==> src/rtl/alu_op_arbiter.sv <==
// Round-robin front end that shares one combinational 4-bit alu between two
// requesters and returns each result on a valid/ready response channel.
module alu_op_arbiter #(
  parameter int WIDTH       = 4,
  parameter int EXEC_CYCLES = 1
) (
  input  logic             clk,
  input  logic             rst_n,
  input  logic             req0_valid,
  output logic             req0_ready,
  input  logic [1:0]       req0_op,
  input  logic [WIDTH-1:0] req0_a,
  input  logic [WIDTH-1:0] req0_b,
  input  logic             req1_valid,
  output logic             req1_ready,
  input  logic [1:0]       req1_op,
  input  logic [WIDTH-1:0] req1_a,
  input  logic [WIDTH-1:0] req1_b,
  output logic [1:0]       alu_S,
  output logic [WIDTH-1:0] alu_A,
  output logic [WIDTH-1:0] alu_B,
  input  logic [WIDTH-1:0] alu_Y_add,
  input  logic [WIDTH-1:0] alu_Y_sub,
  input  logic [WIDTH-1:0] alu_Y_and,
  input  logic             alu_carry_add,
  input  logic             alu_carry_sub,
  input  logic             alu_AGB,
  input  logic             alu_AEB,
  input  logic             alu_ALB,
  output logic             resp_valid,
  input  logic             resp_ready,
  output logic             resp_id,
  output logic [WIDTH-1:0] resp_res,
  output logic             resp_flag,
  output logic             busy
);

  typedef enum logic [1:0] {IDLE, EXEC, RESP} state_t;

  localparam logic [3:0] LAST_EXEC = 4'(EXEC_CYCLES - 1);

  state_t           state;
  logic             prio;
  logic [3:0]       exec_cnt;
  logic             grant0;
  logic             grant1;
  logic [WIDTH-1:0] res_sel;
  logic             flag_sel;

  // prio names the requester that wins a tie; it flips to the other side
  // after every grant, which gives alternating service under contention.
  always_comb begin
    grant0 = 1'b0;
    grant1 = 1'b0;
    if (state == IDLE) begin
      if (req0_valid && req1_valid) begin
        grant0 = ~prio;
        grant1 = prio;
      end else begin
        grant0 = req0_valid;
        grant1 = req1_valid;
      end
    end
  end

  assign req0_ready = grant0;
  assign req1_ready = grant1;
  assign busy       = (state != IDLE);

  always_comb begin
    res_sel  = '0;
    flag_sel = 1'b0;
    case (alu_S)
      2'b00: begin
        res_sel  = alu_Y_add;
        flag_sel = alu_carry_add;
      end
      2'b01: begin
        res_sel  = alu_Y_sub;
        flag_sel = alu_carry_sub;
      end
      2'b10:   res_sel = {{(WIDTH-3){1'b0}}, alu_AGB, alu_AEB, alu_ALB};
      default: res_sel = alu_Y_and;
    endcase
  end

  always_ff @(posedge clk) begin
    if (!rst_n) begin
      state      <= IDLE;
      prio       <= 1'b0;
      exec_cnt   <= '0;
      alu_S      <= '0;
      alu_A      <= '0;
      alu_B      <= '0;
      resp_valid <= 1'b0;
      resp_id    <= 1'b0;
      resp_res   <= '0;
      resp_flag  <= 1'b0;
    end else begin
      case (state)
        IDLE: begin
          if (grant0 || grant1) begin
            alu_S    <= grant1 ? req1_op : req0_op;
            alu_A    <= grant1 ? req1_a  : req0_a;
            alu_B    <= grant1 ? req1_b  : req0_b;
            resp_id  <= grant1;
            prio     <= grant0;
            exec_cnt <= '0;
            state    <= EXEC;
          end
        end
        EXEC: begin
          // The alu inputs have settled for EXEC_CYCLES cycles on the last count.
          if (exec_cnt == LAST_EXEC) begin
            resp_res   <= res_sel;
            resp_flag  <= flag_sel;
            resp_valid <= 1'b1;
            state      <= RESP;
          end else begin
            exec_cnt <= exec_cnt + 4'd1;
          end
        end
        RESP: begin
          if (resp_ready) begin
            resp_valid <= 1'b0;
            alu_S      <= '0;
            alu_A      <= '0;
            alu_B      <= '0;
            state      <= IDLE;
          end
        end
        default: state <= IDLE;
      endcase
    end
  end

endmodule

==> config.mk <==
export PLATFORM = sky130hd
export DESIGN_NAME = alu_op_arbiter
export DESIGN_NICKNAME = d
export VERILOG_FILES = /design/src/rtl/alu_op_arbiter.sv
export SDC_FILE = /design/constraint.sdc
export NUM_CORES = 1
export LEC_CHECK = 0
export BUFFER_PORTS_ARGS = -buffer_cell sky130_fd_sc_hd__buf_4
export CAP_MARGIN = 5
export CORE_MARGIN = 2
export CORE_UTILIZATION = 49
export CTS_BUF_LIST = sky130_fd_sc_hd__clkbuf_8
export DETAILED_ROUTE_END_ITERATION = 10
export PLACE_DENSITY = 0.95
export SLEW_MARGIN = 20
export SYNTH_ARGS = -nofsm -noshare
export SYNTH_HDL_FRONTEND = slang
export SYNTH_SLANG_ARGS = --single-unit
==> constraint.sdc <==
create_clock -name clk -period 2.65 [get_ports clk]
set_input_delay 0.53 -clock clk [delete_from_list [all_inputs] [get_ports clk]]
set_output_delay 0.53 -clock clk [all_outputs]
set_load 0.03 [all_outputs]
After elaboration in Yosys (flattened, before gate mapping)
Cells that the tools add are included.

word-level totals
  bits in registers = 24
  bits of input ports = 42
  output and inout bits = 20
  word-level logic and storage cells = 61

cells by class
  $add $sub $neg = 1
  eq/ne operators = 8
  muxes and demuxes = 26
  bitwise logic cells = 1
  reduce and logical (&&, ||, !) cells = 15

operators with widths
  kind                                           count
  2-to-1 mux 4 bit                               7
  one-hot mux 4 bit (2 select lines)             3
  one-hot mux 4 bit (3 select lines)             1
  AND reduction 3 bit                            4
  2-to-1 mux 2 bit                               5
  nonzero test 2 bit                             4
  2-to-1 mux 1 bit                               6
  != test 2 bit, second input constant           3
  one-hot mux 2 bit (3 select lines)             1
  adder 4 x 1 -> 4 bit, second input constant    1
  == test 2 x 1 -> 1 bit, second input constant  2
  == test 2 bit, second input constant           2
  logical NOT 2 bit                              2
  logical NOT 4 bit                              1
  one-hot mux 1 bit (2 select lines)             2
  one-hot mux 2 bit (2 select lines)             1
  AND reduction 2 bit                            2
  != test 2 x 1 -> 1 bit, second input constant  1
  logical AND 1 bit                              1
  logical OR 1 bit                               1
  inverter 1 bit                                 1

Depth between registers and ports, before layout
  depth after elaboration = 6
  mapped depth = 7
  mapped depth without buffers = 6

Worst setup path after synthesis
Ideal clock, no wire load.

  path kind = input to output
  start = input req0_valid
  end = output req0_ready
  arrival = 1.484 ns
  data required time = 2.120 ns
  path slack = 0.636 ns
  cell stages on the path = 2
  path buffers = 0
  cells stage by stage = or3b_2 a21oi_1

on the way
  longest elaborated chain between the ends = 3

ends and longest elaborated chain
  item                  RTL line  source
  start: declaration    9         input logic req0_valid,
  logical AND 1 bit     56        if (req0_valid && req1_valid) begin
  2-to-1 mux 1 bit (*)  56
  2-to-1 mux 1 bit (*)  55        if (state == IDLE) begin
  end: declaration      10        output logic req0_ready,

Mark *: on every way between the ends. The rest lies on a longest branch, timed or not.

Final worst setup path
  start = register state[1]
  end = output req0_ready

on the way
  longest elaborated chain between the ends = 2

ends and longest elaborated chain
  item                      RTL line  source
  start: declaration        42        state_t state;
  start signal: assignment  89        state <= IDLE;
  start signal: assignment  109       state <= EXEC;
  start signal: assignment  118       state <= RESP;
  logical NOT 2 bit         55
  2-to-1 mux 1 bit          55

No other way between the ends.

==> impl_metrics.json <==
{
  "stdcell_count": 214,
  "fmaxAchievable_mhz": 482,
  "dpl_worst_slack_ns": 0.653,
  "fin_crit_sh_pct": 78.3,
  "core-area_mm2": 0.00225,
  "final.setup_skew_ns": 0.00676,
  "fillCellCount": 165,
  "die_w_um": 53.3,
  "vias": 1111,
  "place_congestion": 0.742,
  "cts_tree": "done",
  "hpwl_um": 2270,
  "critPathMaxFanout": 8,
  "vdd_drop_max_uv": 393,
  "synth_seq_cells": 24,
  "synth_edf_count": 0,
  "die_y_um": 53.3,
  "worst_slew_pin_slew_ns": 0.480,
  "setup_ws_ns": 0.575,
  "syn_nets": 173,
  "cts_hold_buf": 0,
  "antenna_found_initial": 0,
  "drv_slew": 0,
  "clk_pin_slew_worst_paths_ns": 0.08,
  "synth_ff_type": "dfxtp_1",
  "drive_gt1_share_pct": 40.9,
  "drc": 0,
  "seq_area_frac_synth_pct": 40.4,
  "finalSetupTns_ns": 0,
  "postCtsSetupBuffers": 0,
  "cp.arrival_ns": 1.54,
  "cp.required_ns": 2.12,
  "detail_route.vias_per_cell": 5.19,
  "p_per_area_mw_per_mm2": 558,
  "setup_viol": 0,
  "synth_area_per_cell_um2": 9.21,
  "grt_pass1_wl_um": 4500,
  "fp-row-count": 17,
  "start_util_pct": 52.7,
  "grt_remaining_overflow": 0,
  "synth_warnings": 0,
  "synthesis.area_mm2": 0.00119,
  "wl_per_cell_um": 13.1,
  "clkSinkCount": 24,
  "fin_nets": 232,
  "utilization_pct": 74.1,
  "insertedDiodeCount": 0,
  "port_buffers": 61,
  "cts-root-buf": "clkbuf_8",
  "syn_inst": 129,
  "dieArea_mm2": 0.00284,
  "cts_resized": 0,
  "synth.distinct_cells": 40,
  "ys_async_sr_fraction_pct": 0,
  "cts_buffers": 3,
  "dpl.cell_count": 211,
  "ioPinCount": 62,
  "fin_crit_ns": 2.07,
  "outcome": "completed",
  "syn2layout_area_growth_pct": 40.6,
  "worst_setup_path_end_kind": "output port",
  "clk_latency_ns": 0.27,
  "htreeDepth": 1,
  "hold_path_class": "reg -> reg",
  "cap_violations": 0,
  "drt-initial-drc-count": 12,
  "rsz0062_at_grt": "no",
  "relSlewSlack_pct": 68.0,
  "crit_type": "reg -> out",
  "grt_pass1_vias": 1067,
  "crit_path_start_kind": "register",
  "grt_use_total_pct": 22.2,
  "first_pass_iters": 4,
  "antenna_left": 0,
  "clock_path_buffers": 2,
  "drt_wl_total_um": 2800,
  "hold_violations": 0,
  "grt_max_degree": 13,
  "p_leak_nw": 0.785
}
==> layer usage <==
layer | wire length (um) | vias up | global-route usage, %
met5 | 0 | - | 0
met4 | 40 | 0 | 8.97
met3 | 216 | 5 | 4.24
met2 | 1440 | 53 | 41.2
met1 | 1110 | 493 | 24.2
li1 | - | 560 | -
==> path summary, 6_finish.rpt <==
check | slack (ns) | startpoint | end | cells past startpoint
setup reg to reg | 0.83 | exec_cnt[0] | resp_flag | 6
setup / recovery | 0.58 | state[1] | req0_ready | 3
hold / removal | 0.46 | alu_B[0] | alu_B[0] | 2
hold reg to reg | 0.46 | alu_B[0] | alu_B[0] | 2
==> flip-flops by register name, indices dropped and copies added, names as in the netlist, 2 cells and up <==
name / flops
alu_S: 2
exec_cnt: 4
resp_res: 4
alu_B: 4
state: 2
alu_A: 4
==> kinds of logic after synthesis <==
family / after synthesis / share of synthesized area, %
AOI/OAI and AO/OA: 25 / 11.9
xor gates and xnor gates: 2 / 1.47
adders and majority gates: 2 / 2.10
buffers and inverters: 12 / 5.89
DFF: 24 / 40.4
muxes: 16 / 16.7
and+or+nand+nor: 48 / 21.5
==> placed cells by master (no fill, tap or decap), types with 2 or more instances in the layout <==
master / n
buf_4: 61
dfxtp_1: 24
nand2_1: 17
mux2i_1: 12
o21ai_0: 12
nor2_1: 10
nand3_1: 7
a21oi_1: 6
inv_1: 4
mux4_2: 3
clkbuf_8: 3
o21ai_1: 2
ha_1: 2
==> Yosys cell counts (2+ instances only) <==
master / n / share of area (%)
dfxtp_1: 24 / 40
a21oi_1: 6 / 2.5
ha_1: 2 / 2.1
buf_2: 2 / 0.84
nor2_1: 10 / 3.2
mux2i_1: 12 / 10
nand3_1: 7 / 2.9
nand2_1: 17 / 5.4
inv_1: 4 / 1.3
o21ai_1: 2 / 0.84
mux4_2: 3 / 5.7
o21ai_0: 12 / 5.1
==> worst max-delay path, stage by stage (launching register included) <==
cell	delay, ns
dfxtp_1	0.41
or3b_2	0.51
a21oi_1	0.16
buf_4	0.19
==> report_power, final <==
group / switching (mW) / internal (mW)
sequential: 0.0323 / 0.394
clock: 0.113 / 0.102
combinational: 0.155 / 0.137
==> final cells by class <==
class                   instances  area (um2)  area share (%)
clock buffers                   3        41.3            2.47
inverters                       5        18.8            1.12
multi-input cells              93         638            38.2
flip-flops and latches         24         480            28.7
well taps                      28        35.0            2.10
repair buffers                 61         458            27.4
==> per-stage QoR <==
stage | instance area [um2] | power [mW] | hold WS (ns)
2_1_floorplan | 1190 | 0.613 | 0.452
3_3_place_gp | 1630 | 0.717 | 0.439
3_5_place_dp | 1630 | 0.728 | 0.452
4_1_cts | 1670 | 0.939 | 0.467
5_1_grt | 1670 | 0.979 | 0.501
6_report | 1670 | 0.933 | 0.464
(Power assumes the default switching activity.)
